`src/rtl/pwm_carrier_gen_if.sv`:
```
// Bus bundle for pwm_carrier_gen: mode/period request, load strobe and carrier outputs.
// Optional macro CARRIER_SYNC_EN adds the sync_in/phase_in resync pair.
`ifndef PWMCOUNT_WIDTH
`define PWMCOUNT_WIDTH 16
`endif

interface pwm_carrier_gen_if;
   logic                       enable;
   logic [1:0]                 mode_in;
   logic [`PWMCOUNT_WIDTH-1:0] period_in;
   logic                       maskevent;
`ifdef CARRIER_SYNC_EN
   logic                       sync_in;
   logic [`PWMCOUNT_WIDTH-1:0] phase_in;
`endif
   logic [`PWMCOUNT_WIDTH-1:0] carrier;
   logic [`PWMCOUNT_WIDTH-1:0] period;
   logic                       dir;
   logic                       zero_evt;
   logic                       top_evt;

`ifdef CARRIER_SYNC_EN
   modport master (output enable, mode_in, period_in, maskevent, sync_in, phase_in,
                   input carrier, period, dir, zero_evt, top_evt);
   modport slave (input enable, mode_in, period_in, maskevent, sync_in, phase_in,
                  output carrier, period, dir, zero_evt, top_evt);
`else
   modport master (output enable, mode_in, period_in, maskevent,
                   input carrier, period, dir, zero_evt, top_evt);
   modport slave (input enable, mode_in, period_in, maskevent,
                  output carrier, period, dir, zero_evt, top_evt);
`endif
endinterface

```
`src/rtl/pwm_carrier_gen.sv`:
```
// PWM carrier generator: STOP/UP/DOWN/UPDOWN counter with shadowed mode/period and
// registered zero/top events aligned to the carrier value they describe.
// Optional macro CARRIER_SYNC_EN enables phase resync via sync_in/phase_in.
`ifndef PWMCOUNT_WIDTH
`define PWMCOUNT_WIDTH 16
`endif

module pwm_carrier_gen (
   input logic              clk_i,
   input logic              rst_ni,
   pwm_carrier_gen_if.slave bus_io
);
   localparam int unsigned W = `PWMCOUNT_WIDTH;

   typedef enum logic [1:0] {ModeStop = 2'd0, ModeUp = 2'd1, ModeDown = 2'd2,
                             ModeUpDown = 2'd3} mode_e;

   mode_e          mode_q, mode_d;
   logic [W-1:0]   period_q, period_d;
   logic [W-1:0]   carrier_q, carrier_d;
   logic           dir_q, dir_d;
   logic           zero_evt_q, top_evt_q;
   logic           sync;
   logic [W-1:0]   phase;

`ifdef CARRIER_SYNC_EN
   assign sync  = bus_io.sync_in;
   assign phase = bus_io.phase_in;
`else
   assign sync  = 1'b0;
   assign phase = '0;
`endif

   // Shadow load: a mask event or a disabled counter applies the requested mode/period.
   always_comb begin
      mode_d   = mode_q;
      period_d = period_q;
      if (bus_io.maskevent || !bus_io.enable) begin
         mode_d   = mode_e'(bus_io.mode_in);
         period_d = bus_io.period_in;
      end
   end

   // Count step, always against the period already in effect (a same-edge load lands later).
   always_comb begin
      carrier_d = carrier_q;
      dir_d     = dir_q;
      if (sync) begin
         carrier_d = (phase > period_q) ? period_q : phase;
         dir_d     = 1'b0;
      end else if (period_q == '0) begin
         // Degenerate period pins the carrier at 0; also keeps period_q-1 below from wrapping.
         carrier_d = '0;
      end else if (bus_io.enable) begin
         case (mode_q)
            ModeUp: begin
               dir_d     = 1'b0;
               carrier_d = (carrier_q >= period_q) ? '0 : carrier_q + 1'b1;
            end
            ModeDown: begin
               dir_d     = 1'b1;
               carrier_d = (carrier_q == '0 || carrier_q > period_q) ? period_q
                                                                      : carrier_q - 1'b1;
            end
            ModeUpDown: begin
               if (!dir_q) begin
                  // >= also catches a carrier stranded above a freshly shrunk period.
                  if (carrier_q >= period_q) begin
                     carrier_d = period_q - 1'b1;
                     dir_d     = 1'b1;
                  end else begin
                     carrier_d = carrier_q + 1'b1;
                  end
               end else if (carrier_q == '0) begin
                  carrier_d = W'(1);
                  dir_d     = 1'b0;
               end else begin
                  carrier_d = carrier_q - 1'b1;
               end
            end
            default: ;
         endcase
      end
   end

   // State and events; events use next-state values so they line up with the carrier.
   always_ff @(posedge clk_i or negedge rst_ni) begin
      if (!rst_ni) begin
         mode_q     <= ModeStop;
         period_q   <= '0;
         carrier_q  <= '0;
         dir_q      <= 1'b0;
         zero_evt_q <= 1'b1;
         top_evt_q  <= 1'b1;
      end else begin
         mode_q     <= mode_d;
         period_q   <= period_d;
         carrier_q  <= carrier_d;
         dir_q      <= dir_d;
         zero_evt_q <= (carrier_d == '0);
         top_evt_q  <= (carrier_d == period_d);
      end
   end

   assign bus_io.carrier  = carrier_q;
   assign bus_io.period   = period_q;
   assign bus_io.dir      = dir_q;
   assign bus_io.zero_evt = zero_evt_q;
   assign bus_io.top_evt  = top_evt_q;
endmodule

```
`src/flat_wrapper.sv`:
```
// flat-port wrapper written by rule: the top's interface ports become plain ports
module pwm_carrier_gen_flat 
  (clk_i, rst_ni, bus_io_enable, bus_io_mode_in, bus_io_period_in, bus_io_maskevent, bus_io_carrier, bus_io_period, bus_io_dir, bus_io_zero_evt, bus_io_top_evt);
  pwm_carrier_gen_if bus_io_i ();
  input logic clk_i;
  input logic rst_ni;
  input wire logic [$bits(bus_io_i.enable)-1:0] bus_io_enable;
  input wire logic [$bits(bus_io_i.mode_in)-1:0] bus_io_mode_in;
  input wire logic [$bits(bus_io_i.period_in)-1:0] bus_io_period_in;
  input wire logic [$bits(bus_io_i.maskevent)-1:0] bus_io_maskevent;
  output wire logic [$bits(bus_io_i.carrier)-1:0] bus_io_carrier;
  output wire logic [$bits(bus_io_i.period)-1:0] bus_io_period;
  output wire logic [$bits(bus_io_i.dir)-1:0] bus_io_dir;
  output wire logic [$bits(bus_io_i.zero_evt)-1:0] bus_io_zero_evt;
  output wire logic [$bits(bus_io_i.top_evt)-1:0] bus_io_top_evt;
  assign bus_io_i.enable = bus_io_enable;
  assign bus_io_i.mode_in = bus_io_mode_in;
  assign bus_io_i.period_in = bus_io_period_in;
  assign bus_io_i.maskevent = bus_io_maskevent;
  assign bus_io_carrier = bus_io_i.carrier;
  assign bus_io_period = bus_io_i.period;
  assign bus_io_dir = bus_io_i.dir;
  assign bus_io_zero_evt = bus_io_i.zero_evt;
  assign bus_io_top_evt = bus_io_i.top_evt;
  pwm_carrier_gen u_core (.clk_i(clk_i), .rst_ni(rst_ni), .bus_io(bus_io_i));
endmodule
```
`config.mk`:
```
export PLATFORM = sky130hd
export DESIGN_NAME = pwm_carrier_gen_flat
export DESIGN_NICKNAME = d
export VERILOG_FILES = /design/src/rtl/pwm_carrier_gen_if.sv /design/src/rtl/pwm_carrier_gen.sv /design/src/flat_wrapper.sv
export SDC_FILE = /design/constraint.sdc
export NUM_CORES = 1
export LEC_CHECK = 0
export ABC_AREA = 1
export CAP_MARGIN = 30
export CORE_ASPECT_RATIO = 1.5
export CORE_MARGIN = 1.5
export CORE_UTILIZATION = 50
export DETAILED_ROUTE_END_ITERATION = 6
export HOLD_SLACK_MARGIN = 0.02
export PLACE_DENSITY = 0.73
export SETUP_SLACK_MARGIN = 0.2
export SKIP_CTS_REPAIR_TIMING = 1
export SYNTH_ARGS = -nofsm -noshare
export SYNTH_HDL_FRONTEND = slang
export SYNTH_SLANG_ARGS = --single-unit
```
`constraint.sdc`:
```
create_clock -name clk_i -period 2.7 [get_ports clk_i]
set_input_delay 0.81 -clock clk_i [delete_from_list [all_inputs] [get_ports clk_i]]
set_output_delay 0.81 -clock clk_i [all_outputs]
set_load 0.01 [all_outputs]
```
==> results.py <==
metrics = {
    "floorplanning": {
        "initial_core_util": 0.515,
        "die_y_um": 120,
        "die-area_sq_mm": 0.00974,
        "io_pins": 57,
        "coreArea_sq_mm": 0.00888,
        "die_x_um": 81.1,
        "num_rows": 42,
    },
    "route": {
        "ant_nets": 0,
        "viasPerCell": 5.55,
        "via_count": 5688,
        "drt-initial-drc-count": 555,
        "drt-pass1-iter-count": 6,
        "drc": 0,
        "routed_wl_um": 17800,
        "wire_per_inst_um": 17.4,
    },
    "yosys": {
        "synth_adder_area_share": 0.0574,
        "syn_inst": 785,
        "synth_top_family_by_area": "simple AND/OR/NAND/NOR gates",
        "synthMuxAreaShare": 0,
        "yosysSeqAreaShare": 0.203,
        "ys.flop_type": "dfrtp_1",
        "synth_compound_area_frac": 0.0790,
        "synth.distinct_cells": 35,
        "yosysWarningCount": 0,
        "syn_avg_cell_area_sq_um": 5.83,
        "synth_nets": 828,
        "synth-xor-area-share": 0.0517,
        "synth_edf_count": 0,
        "synth-simple-area-share": 0.455,
        "syn_area_sq_mm": 0.00457,
        "synth_seq_cells": 37,
        "async_reset_ff_frac": 1.00,
    },
    "setup_path": {
        "critPathBufInv": 2,
        "critPathLaunchType": "register",
        "worst_ep_required_time_ns": 2.92,
        "critPathTopFamily": "simple AND/OR/NAND/NOR gates",
        "slowest_delay_ns": 0.39,
        "crit_type": "reg -> reg",
        "crit_arrival_ns": 2.98,
        "cp-end-kind": "register",
        "worstReg2RegStart": "u_core.bus_io.carrier[9]$_DFF_PN0_",
        "crit_path_top_delay_cell": "dfrtp_1",
        "crit_path_max_fanout": 5,
        "crit_start": "u_core.bus_io.carrier[9]$_DFF_PN0_",
        "cp_cell_sequence": "ha_1, nand2_1, nand2_1, nand2_2, nand2_2, a21oi_4, buf_4, nand4_4, nand2_1, nand3_1, nand2_1, nand3b_1, nand2_2, buf_6, nand2_2, nor3_2, nand3_1, nor2_1",
    },
    "finish": {
        "n_antenna_cell": 0,
        "layout_common_cells": "nand2_1 (209), inv_1 (108), nand3_1 (86)",
        "area_growth_syn_to_layout_pct": 42.8,
        "layout_commonest_cell": "nand2_1",
        "nets": 956,
        "fill_cells": 733,
        "drive_gt1_frac": 0.268,
    },
    "placed_design": {
        "io_buffers": 56,
        "dp_hpwl_um": 12700,
        "place_congestion": 1.02,
    },
    "clock_tree": {
        "htreeDepth": 2,
        "cts_buffer_depth": 2,
        "clock_latency_ns": 0.29,
        "clk_pin_slew_worst_paths_ns": 0.06,
        "cts_buffers": 5,
        "cts_root_buf": "clkbuf_16",
        "clock-sinks": 37,
        "cts_tree": "done",
    },
    "global_routing": {
        "grt_pass1_wl_um": 25300,
        "grt_pass1_vias": 5055,
        "grt_overflow": 0,
        "grt_usage": 0.346,
        "grt_max_degree": 38,
        "antenna_found_initial": 0,
    },
    "flow_run": {
        "cap_viol_max_count": 0,
    },
    "sta": {
        "fmax_ghz": 0.362,
        "fin_skew_ns": 0.00855,
        "rsz0062_at_grt": "true",
        "min_period_over_period": 1.02,
        "finalCriticalPeriod_ns": 2.76,
        "slew_violations": 0,
        "hold_viol": 0,
        "setup_tns_ns": -0.0952,
        "max_slew_margin": 0.417,
        "post-route-worst-setup-slack_ns": -0.0636,
        "setup_viol": 2,
        "worst_slew_pin_slew_ns": 0.874,
    },
    "min_path": {
        "min_path_type": "reg -> reg",
        "hp-start": "u_core.mode_q[1]$_DFFE_PN0N_",
    },
    "pwr": {
        "swShare": 0.495,
        "seqPwrFrac": 0.162,
        "ir_drop_uv": 800,
        "p_switching_w": 0.00231,
        "p_int_w": 0.00236,
        "total_power_w": 0.00467,
        "leakage_nw": 3.30,
        "p_comb_frac": 0.710,
        "power_density_mw_per_mm2": 715,
        "p_clk_frac": 0.128,
    },
    "status": {
        "violations": "negative setup slack",
        "outcome": "finished, violations left",
    },
}
## power groups by stage
stage	clock network [W]	registers [W]	logic (W)
2_1_floorplan	0	0.000823	0.00159
3_3_place_gp	0	0.000726	0.00254
3_5_place_dp	0	0.000732	0.00256
4_1_cts	0.000611	0.000722	0.00259
5_1_grt	0.000628	0.000769	0.00357
6_report	0.000598	0.000759	0.00331
## metrics by stage
stage               setup WS (ns)  hold slack, ns   util  cells  area (sq um)
finish                    -0.0636           0.615  0.736   1024          6530
global route               -0.177           0.647  0.736   1024          6530
CTS                       -0.0888           0.614  0.642    987          5700
detailed placement         -0.110           0.600  0.625    979          5550
global placement          -0.0747           0.600  0.625    979          5550
floorplan                   0.324           0.514      -    785          4570
## state kept, by name, summed over array words and instances (netlist names)
name / flops
u_core.bus_io.carrier: 16
u_core.bus_io.dir: 1
u_core.mode_q: 2
u_core.bus_io.zero_evt: 1
u_core.bus_io.top_evt: 1
u_core.bus_io.period: 16
## cell usage after synthesis, types with 3 or more instances
cell type  instances  area [sq um]
nor3_1             5          25.0
inv_2             13          48.8
nand2_1          236           886
buf_6              7          78.8
nand3_1          101           505
nor2_1            70           263
dfrtp_1           35           876
a21oi_1           17          85.1
inv_1            126           473
nor3_2             3          30.0
ha_1              21           263
nor2_4             5          56.3
xor2_1            25           219
o21ai_0           42           210
nand3_2            4          40.0
nand3b_1           4          30.0
nand2_4            4          45.0
nand2_2            9          56.3
buf_1              3          11.3
a21oi_2            4          35.0
buf_2             11          55.1
clkbuf_1           6          22.5
nor2_2            12          75.1
nand4_1            6          37.5
## final cells by class
type	instances	area (sq um)	area share
clock inverter	1	7.51	0.00115
multi-input combinational	581	3460	0.529
sequential	37	928	0.142
tap	110	138	0.0211
inverter	141	537	0.0822
clock buffer	7	143	0.0218
timing repair buffer	147	1320	0.202
## worst paths after layout
kind / to / slack [ns] / cells after the start
min in group asynchronous: u_core.bus_io.carrier[1]$_DFF_PN0_ / 0.64 / 1
worst min-delay path: u_core.bus_io.dir$_DFFE_PN0P_ / 0.62 / 2
worst min register to register: u_core.bus_io.dir$_DFFE_PN0P_ / 0.62 / 2
max in group asynchronous: u_core.bus_io.period[12]$_DFF_PN0_ / 1.51 / 1
worst max-delay path: u_core.bus_io.zero_evt$_DFF_PN1_ / -0.06 / 18
worst max register to register: u_core.bus_io.zero_evt$_DFF_PN1_ / -0.06 / 18
## per-layer routing
| metal | vias up | wire length, um | global-route usage |
|---|---|---|---|
| met5 | - | 0 | 0 |
| met4 | 0 | 1160 | 0.202 |
| met3 | 85 | 1180 | 0.0388 |
| met2 | 317 | 8620 | 0.574 |
| met1 | 2599 | 6810 | 0.421 |
| li1 | 2687 | - | - |
## kinds of logic after synthesis
family                   Yosys count
AND/OR/NAND/NOR                  463
buffers and inverters            169
AO/OA/AOI/OAI                     68
flip-flops                        37
XOR/XNOR                          27
adder cells (fa/ha/maj)           21
## tightest hold or removal path: cells and delay by family, from the launching register on
kind / cells / cell delay [ns]
DFF: 1 / 0.41
AOI/OAI and AO/OA: 1 / 0.06
and+or+nand+nor: 1 / 0.10
Power figures use the tool's default switching activity.
